<file path="src/rtl/env_pkg.sv">
// Shared envelope encodings and default constants for the sequencer, the envelope and its bench.
package env_pkg;

  typedef enum logic [2:0] {
    ENV_IDLE    = 3'd0,
    ENV_ATTACK  = 3'd1,
    ENV_DECAY   = 3'd2,
    ENV_SUSTAIN = 3'd3,
    ENV_RELEASE = 3'd4
  } env_state_e;

  localparam int ENV_SAMPLE_W      = 9;
  localparam int ENV_LEVEL_W       = 8;
  localparam int ENV_FULL          = 255;
  localparam int ENV_ATTACK_STEP   = 16;
  localparam int ENV_DECAY_STEP    = 4;
  localparam int ENV_SUSTAIN_LEVEL = 160;
  localparam int ENV_RELEASE_STEP  = 2;

endpackage

</file>
<file path="src/rtl/env_scale.sv">
// Registered sample x level multiply, keeping the top SAMPLE_W bits of the product.
module env_scale #(
  parameter int SAMPLE_W = 9,
  parameter int LEVEL_W  = 8
) (
  input  logic                clk,
  input  logic                reset,
  input  logic [SAMPLE_W-1:0] sample,
  input  logic [LEVEL_W-1:0]  level,
  output logic [SAMPLE_W-1:0] scaled
);

  localparam int PW = SAMPLE_W + LEVEL_W;

  logic [PW-1:0] prod;
  assign prod = PW'(sample) * PW'(level);

  always_ff @(posedge clk) begin
    if (reset) scaled <= '0;
    else       scaled <= SAMPLE_W'(prod >> LEVEL_W);
  end

endmodule

</file>
<file path="src/rtl/note_envelope.sv">
// Linear ADSR amplitude envelope applied to the pos/neg half-wave samples.
// Define ENV_EXP_RELEASE_EN for an exponential (level>>3) release instead of RELEASE_STEP.
module note_envelope
  import env_pkg::*;
#(
  parameter int SAMPLE_W      = ENV_SAMPLE_W,
  parameter int LEVEL_W       = ENV_LEVEL_W,
  parameter int ATTACK_STEP   = ENV_ATTACK_STEP,
  parameter int DECAY_STEP    = ENV_DECAY_STEP,
  parameter int SUSTAIN_LEVEL = ENV_SUSTAIN_LEVEL,
  parameter int RELEASE_STEP  = ENV_RELEASE_STEP
) (
  input  logic                clk,
  input  logic                reset,
  input  logic                fs_tick,
  input  logic                note_on,
  input  logic                note_off,
  input  logic [SAMPLE_W-1:0] pos_in,
  input  logic [SAMPLE_W-1:0] neg_in,
  output logic [SAMPLE_W-1:0] pos_out,
  output logic [SAMPLE_W-1:0] neg_out,
  output logic [LEVEL_W-1:0]  env_level,
  output logic [2:0]          env_state,
  output logic                busy
);

  localparam int NUM_LANES = 2;
  localparam int FULL      = (1 << LEVEL_W) - 1;
  localparam int SUS       = (SUSTAIN_LEVEL > FULL) ? FULL : SUSTAIN_LEVEL;
  // Two guard bits so level+step and sustain+step never wrap.
  localparam int XW        = LEVEL_W + 2;

  localparam logic [XW-1:0] FULL_X = XW'(FULL);
  localparam logic [XW-1:0] ATK_X  = XW'(ATTACK_STEP);
  localparam logic [XW-1:0] DEC_X  = XW'(DECAY_STEP);
  localparam logic [XW-1:0] SUS_X  = XW'(SUS);
  localparam logic [XW-1:0] REL_X  = XW'(RELEASE_STEP);

  env_state_e          state_q, state_d;
  logic [LEVEL_W-1:0]  level_q, level_d;
  logic [XW-1:0]       lvl_x, sum_x, step_x;

  always_comb begin
    state_d = state_q;
    level_d = level_q;
    lvl_x   = XW'(level_q);
    sum_x   = lvl_x + ATK_X;
    step_x  = REL_X;
`ifdef ENV_EXP_RELEASE_EN
    step_x  = XW'(level_q >> 3);
    if (step_x == '0) step_x = XW'(1);
`endif
    if (note_on) begin
      state_d = ENV_ATTACK;
    end else if (note_off) begin
      if (state_q inside {ENV_ATTACK, ENV_DECAY, ENV_SUSTAIN}) state_d = ENV_RELEASE;
    end else if (fs_tick) begin
      unique case (state_q)
        ENV_ATTACK: begin
          if (sum_x >= FULL_X) begin
            level_d = LEVEL_W'(FULL);
            state_d = ENV_DECAY;
          end else begin
            level_d = sum_x[LEVEL_W-1:0];
          end
        end
        ENV_DECAY: begin
          if (lvl_x <= SUS_X + DEC_X) begin
            level_d = LEVEL_W'(SUS);
            state_d = ENV_SUSTAIN;
          end else begin
            level_d = level_q - DEC_X[LEVEL_W-1:0];
          end
        end
        ENV_RELEASE: begin
          if (lvl_x <= step_x) begin
            level_d = '0;
            state_d = ENV_IDLE;
          end else begin
            level_d = level_q - step_x[LEVEL_W-1:0];
          end
        end
        default: ;
      endcase
    end
  end

  always_ff @(posedge clk) begin
    if (reset) begin
      state_q <= ENV_IDLE;
      level_q <= '0;
      busy    <= 1'b0;
    end else begin
      state_q <= state_d;
      level_q <= level_d;
      busy    <= (state_d != ENV_IDLE);
    end
  end

  assign env_state = state_q;
  assign env_level = level_q;

  // Lane 0 = positive half-wave, lane 1 = negative.
  logic [NUM_LANES-1:0][SAMPLE_W-1:0] samp_in, samp_out;
  assign samp_in = {neg_in, pos_in};

  for (genvar g = 0; g < NUM_LANES; g++) begin : g_lane
    env_scale #(.SAMPLE_W(SAMPLE_W), .LEVEL_W(LEVEL_W)) u_scale (
      .clk    (clk),
      .reset  (reset),
      .sample (samp_in[g]),
      .level  (level_q),
      .scaled (samp_out[g])
    );
  end

  assign pos_out = samp_out[0];
  assign neg_out = samp_out[1];

endmodule

</file>
<file path="config.mk">
export PLATFORM = sky130hd
export DESIGN_NAME = note_envelope
export DESIGN_NICKNAME = d
export VERILOG_FILES = /design/src/rtl/env_pkg.sv /design/src/rtl/env_scale.sv /design/src/rtl/note_envelope.sv
export SDC_FILE = /design/constraint.sdc
export NUM_CORES = 1
export LEC_CHECK = 0
export BUFFER_PORTS_ARGS = -buffer_cell sky130_fd_sc_hd__buf_2
export CAP_MARGIN = 20
export CELL_PAD_IN_SITES_DETAIL_PLACEMENT = 0
export CELL_PAD_IN_SITES_GLOBAL_PLACEMENT = 1
export CORE_MARGIN = 4
export CORE_UTILIZATION = 49
export CTS_BUF_LIST = sky130_fd_sc_hd__clkbuf_8
export CTS_CLUSTER_DIAMETER = 80
export CTS_CLUSTER_SIZE = 14
export DETAILED_ROUTE_END_ITERATION = 8
export PLACE_DENSITY = 0.88
export SKIP_LAST_GASP = 1
export SLEW_MARGIN = 20
export SYNTH_ARGS = -nofsm -noshare
export SYNTH_HDL_FRONTEND = slang
export SYNTH_HIERARCHICAL = 1
export SYNTH_SLANG_ARGS = --single-unit
</file>
<file path="constraint.sdc">
create_clock -name clk -period 6.1 [get_ports clk]
set_input_delay 0.305 -clock clk [delete_from_list [all_inputs] [get_ports clk]]
set_output_delay 0.305 -clock clk [all_outputs]
set_load 0.005 [all_outputs]
</file>
==> out/metrics.yaml <==
outcome:
  outcome: "finished, final reports clean"
drt:
  firstDrtPassIters: 4
  drc: 0
  avgRoutedWirePerCell_um: 15.5
  vias: 5180
  first_iter_violations: 276
  drt-total-wl_mm: 14.5
  drtAntennaViolNets: 0
  viasPerCell: 5.54
cts:
  cts_root_buffer: "clkbuf_8"
  clkTransAtPathRegs_ps: 80
  cts.path.max_buffers: 2
  htreeDepth: 2
  cts_made_buffers: 5
  cts_setup_buffers: 0
  cts_tree: "yes"
  holdBufCountCts: 0
  insertion_delay_ps: 300
  cts_resized: 0
  cts_sinks: 30
global_route:
  grt-ovfl-total: 0
  first_global_vias: 5396
  grt_max_degree: 38
  grt_use_total_pct: 21.0
  antenna_found_initial: 0
  grt_pass1_wl_mm: 25.3
placed_design:
  gp_congestion: 0.873
  postPlaceCellArea_um2: 6710
  portBuffers: 52
  place_hpwl_mm: 11.4
flow_run:
  cap_violations: 0
timing:
  fin_skew_ps: 9.63
  final_period_minus_worst_setup_slack_ps: 4930
  setup_viol: 0
  timing.final.crit_share_pct: 80.8
  rsz0062_at_grt: "false"
  tns_ps: 0
  hold_viol: 0
  maxSlewViolCount: 0
  timing.fmax_mhz: 203
  worst_slew_pin_slew_ps: 967
  whs_ps: 358
  relSlewSlack_pct: 35.5
setup_path:
  reg2reg_slack_ps: 1170
  critPathLaunchType: "flop"
  worstPathRequired_ps: 6280
  cp-end-kind: "flop"
  path_cells: "and2_1, fa_1, fa_1, fa_1, inv_1, fa_1, inv_1, ha_1, nand2_1, a211o_1, o21ai_0, mux2_2"
  cp_max_fo: 31
  arrival_ps: 5110
  slowest_stage: "dfxtp_1"
  max_stage_delay_ps: 920
  critPathKind: "reg -> reg"
  r2r_start: "env_level[6]"
  r2r_end: "g_lane[1].u_scale/scaled[7]"
  crit_top_cell: "fa_1"
  r2r_cells: 12
cells_and_area:
  stdcell_area_um2: 6810
  drive_above_1_share_pct: 13.8
  syn2layout_area_growth_pct: 8.77
  final_common_cell: "and2_1"
  nNetsFinal: 946
  final_cell_mix: "111 x and2_1, 110 x inv_1, 82 x fa_1, 79 x ha_1, 52 x buf_2"
  fillers: 1188
  insertedDiodeCount: 0
synth:
  yosys.area.top_type: "fa_1"
  ys_seq_area_share_pct: 9.59
  synth_area_um2: 6260
  synth-edff-count: 0
  synth_flop_cell: "dfxtp_1"
  synth_fa_ha_area_share_pct: 42.0
  synth-async-reset-ratio_pct: 0
  synth_mux_area_share_pct: 1.12
  yosys_warnings: 6
  synth.avg_cell_area_um2: 8.84
  yosys.area.top_type_share_pct: 26.2
  synth_compound_area_share_pct: 13.5
  yosys.area_share.xor_xnor_pct: 2.08
  synth_top_family_by_area: "adder cells"
  yosys.area_share.simple_pct: 24.4
  yosysUniqueCellTypes: 75
  synth_nets: 892
  synthCells: 708
  ys_ff_latch: 30
  synth.area.top_cells: "fa_1 26%, ha_1 16%, and2_1 11%, dfxtp_1 9.6%, inv_1 6.6%"
hold_path:
  hold_end: "env_state[2]"
  hold_path_class: "in -> reg"
  min_from: "note_on"
  min_path_cells: 4
floorplanning:
  num_io_pins: 53
  die_y_um: 121
  coreArea_um2: 12600
  start_util_pct: 49.8
  row_count: 41
  dieArea_um2: 14600
  die_w_um: 121
power_and_ir_drop:
  powerDensity_nw_per_um2: 65.6
  p_leak_nw: 3.59
  ir_drop_mv: 0.0609
[flip-flops by register name, indices dropped and copies added (netlist names)]
signal / count
env_level: 8
g_lane.u_scale/scaled: 18
env_state: 3
busy: 1
[critical path, delay by kind of cell, from the launching register on]
kind            cells  cell delay, ps
fa+ha+maj           5            2480
flops               1             920
compound gates      2             540
simple gates        2             400
mux                 1             360
buf+inv             2             100
[through the flow]
stage	std cells	utilization, %	power (mW)	worst slack [ps]
after CTS	935	54.2	0.453	1190
after floorplan	708	-	0.239	1800
after global routing	935	54.2	0.470	877
after global placement	927	53.4	0.270	1280
final	935	54.2	0.447	1170
after detailed placement	927	53.4	0.272	1240
[report_power, final]
part	switching (mW)	total, mW	leakage (nW)	internal (mW)
Sequential	0.00381	0.202	0.242	0.198
Combinational	0.0434	0.0663	3.30	0.0230
Clock	0.0876	0.178	0.0472	0.0907
[final cells by class]
| cell class | instances | area [µm²] | area share (%) |
|---|---|---|---|
| Clock inverter | 2 | 12.5 | 0.184 |
| Clock buffer | 6 | 82.6 | 1.21 |
| Timing Repair Buffer | 55 | 283 | 4.15 |
| Tap cell | 172 | 215 | 3.16 |
| Sequential cell | 30 | 601 | 8.82 |
| Inverter | 110 | 413 | 6.06 |
| Multi-Input combinational cell | 560 | 5200 | 76.4 |
[synthesized netlist by cell type, types with 3 or more instances]
cell type / instances
nand2_1: 44
a31oi_1: 4
and2_2: 12
o211ai_1: 5
nand4_1: 5
o2111ai_1: 3
o21a_1: 5
nand4b_1: 4
fa_1: 82
or3_1: 4
and2_1: 111
and3_1: 4
o22ai_1: 3
dfxtp_1: 30
xor2_1: 7
a21oi_2: 4
a21oi_1: 30
xnor2_1: 6
a21o_1: 4
nor2_1: 28
buf_2: 5
ha_1: 79
o21ai_0: 21
a211oi_1: 6
nor3_1: 7
o21ai_1: 3
nand2b_1: 3
nor2b_1: 9
a21boi_0: 4
inv_1: 110
nand3_1: 8
[worst max path at each step]
stage,from,endpoint,slack (ps),cells past startpoint
after floorplan,env_level[7],g_lane[1].u_scale/scaled[5],1800,13
after global placement,env_level[6],g_lane[1].u_scale/scaled[7],1280,12
after detailed placement,env_level[6],g_lane[0].u_scale/scaled[7],1240,13
after CTS,env_level[6],g_lane[1].u_scale/scaled[7],1190,12
after global routing,env_level[6],g_lane[0].u_scale/scaled[6],880,13
final,env_level[6],g_lane[1].u_scale/scaled[7],1170,12
[kinds of logic (layout without fill, tap and decap cells)]
kind of cell	count (synthesis)	after routing
AO/OA/AOI/OAI	120	120
XOR/XNOR	14	14
adder cells (fa/ha/maj)	161	161
buffers and inverters	118	173
flip-flops	30	30
multiplexers	6	6
AND/OR/NAND/NOR	259	259
[routing by layer]
| layer | track usage, % | part of all wire (%) |
|---|---|---|
| met5 | 0 | 0 |
| met4 | 5.17 | 1.4 |
| met3 | 2.05 | 3.7 |
| met2 | 35.8 | 50 |
| met1 | 28.7 | 45 |
No activity file was read; power rests on OpenSTA's default activity.
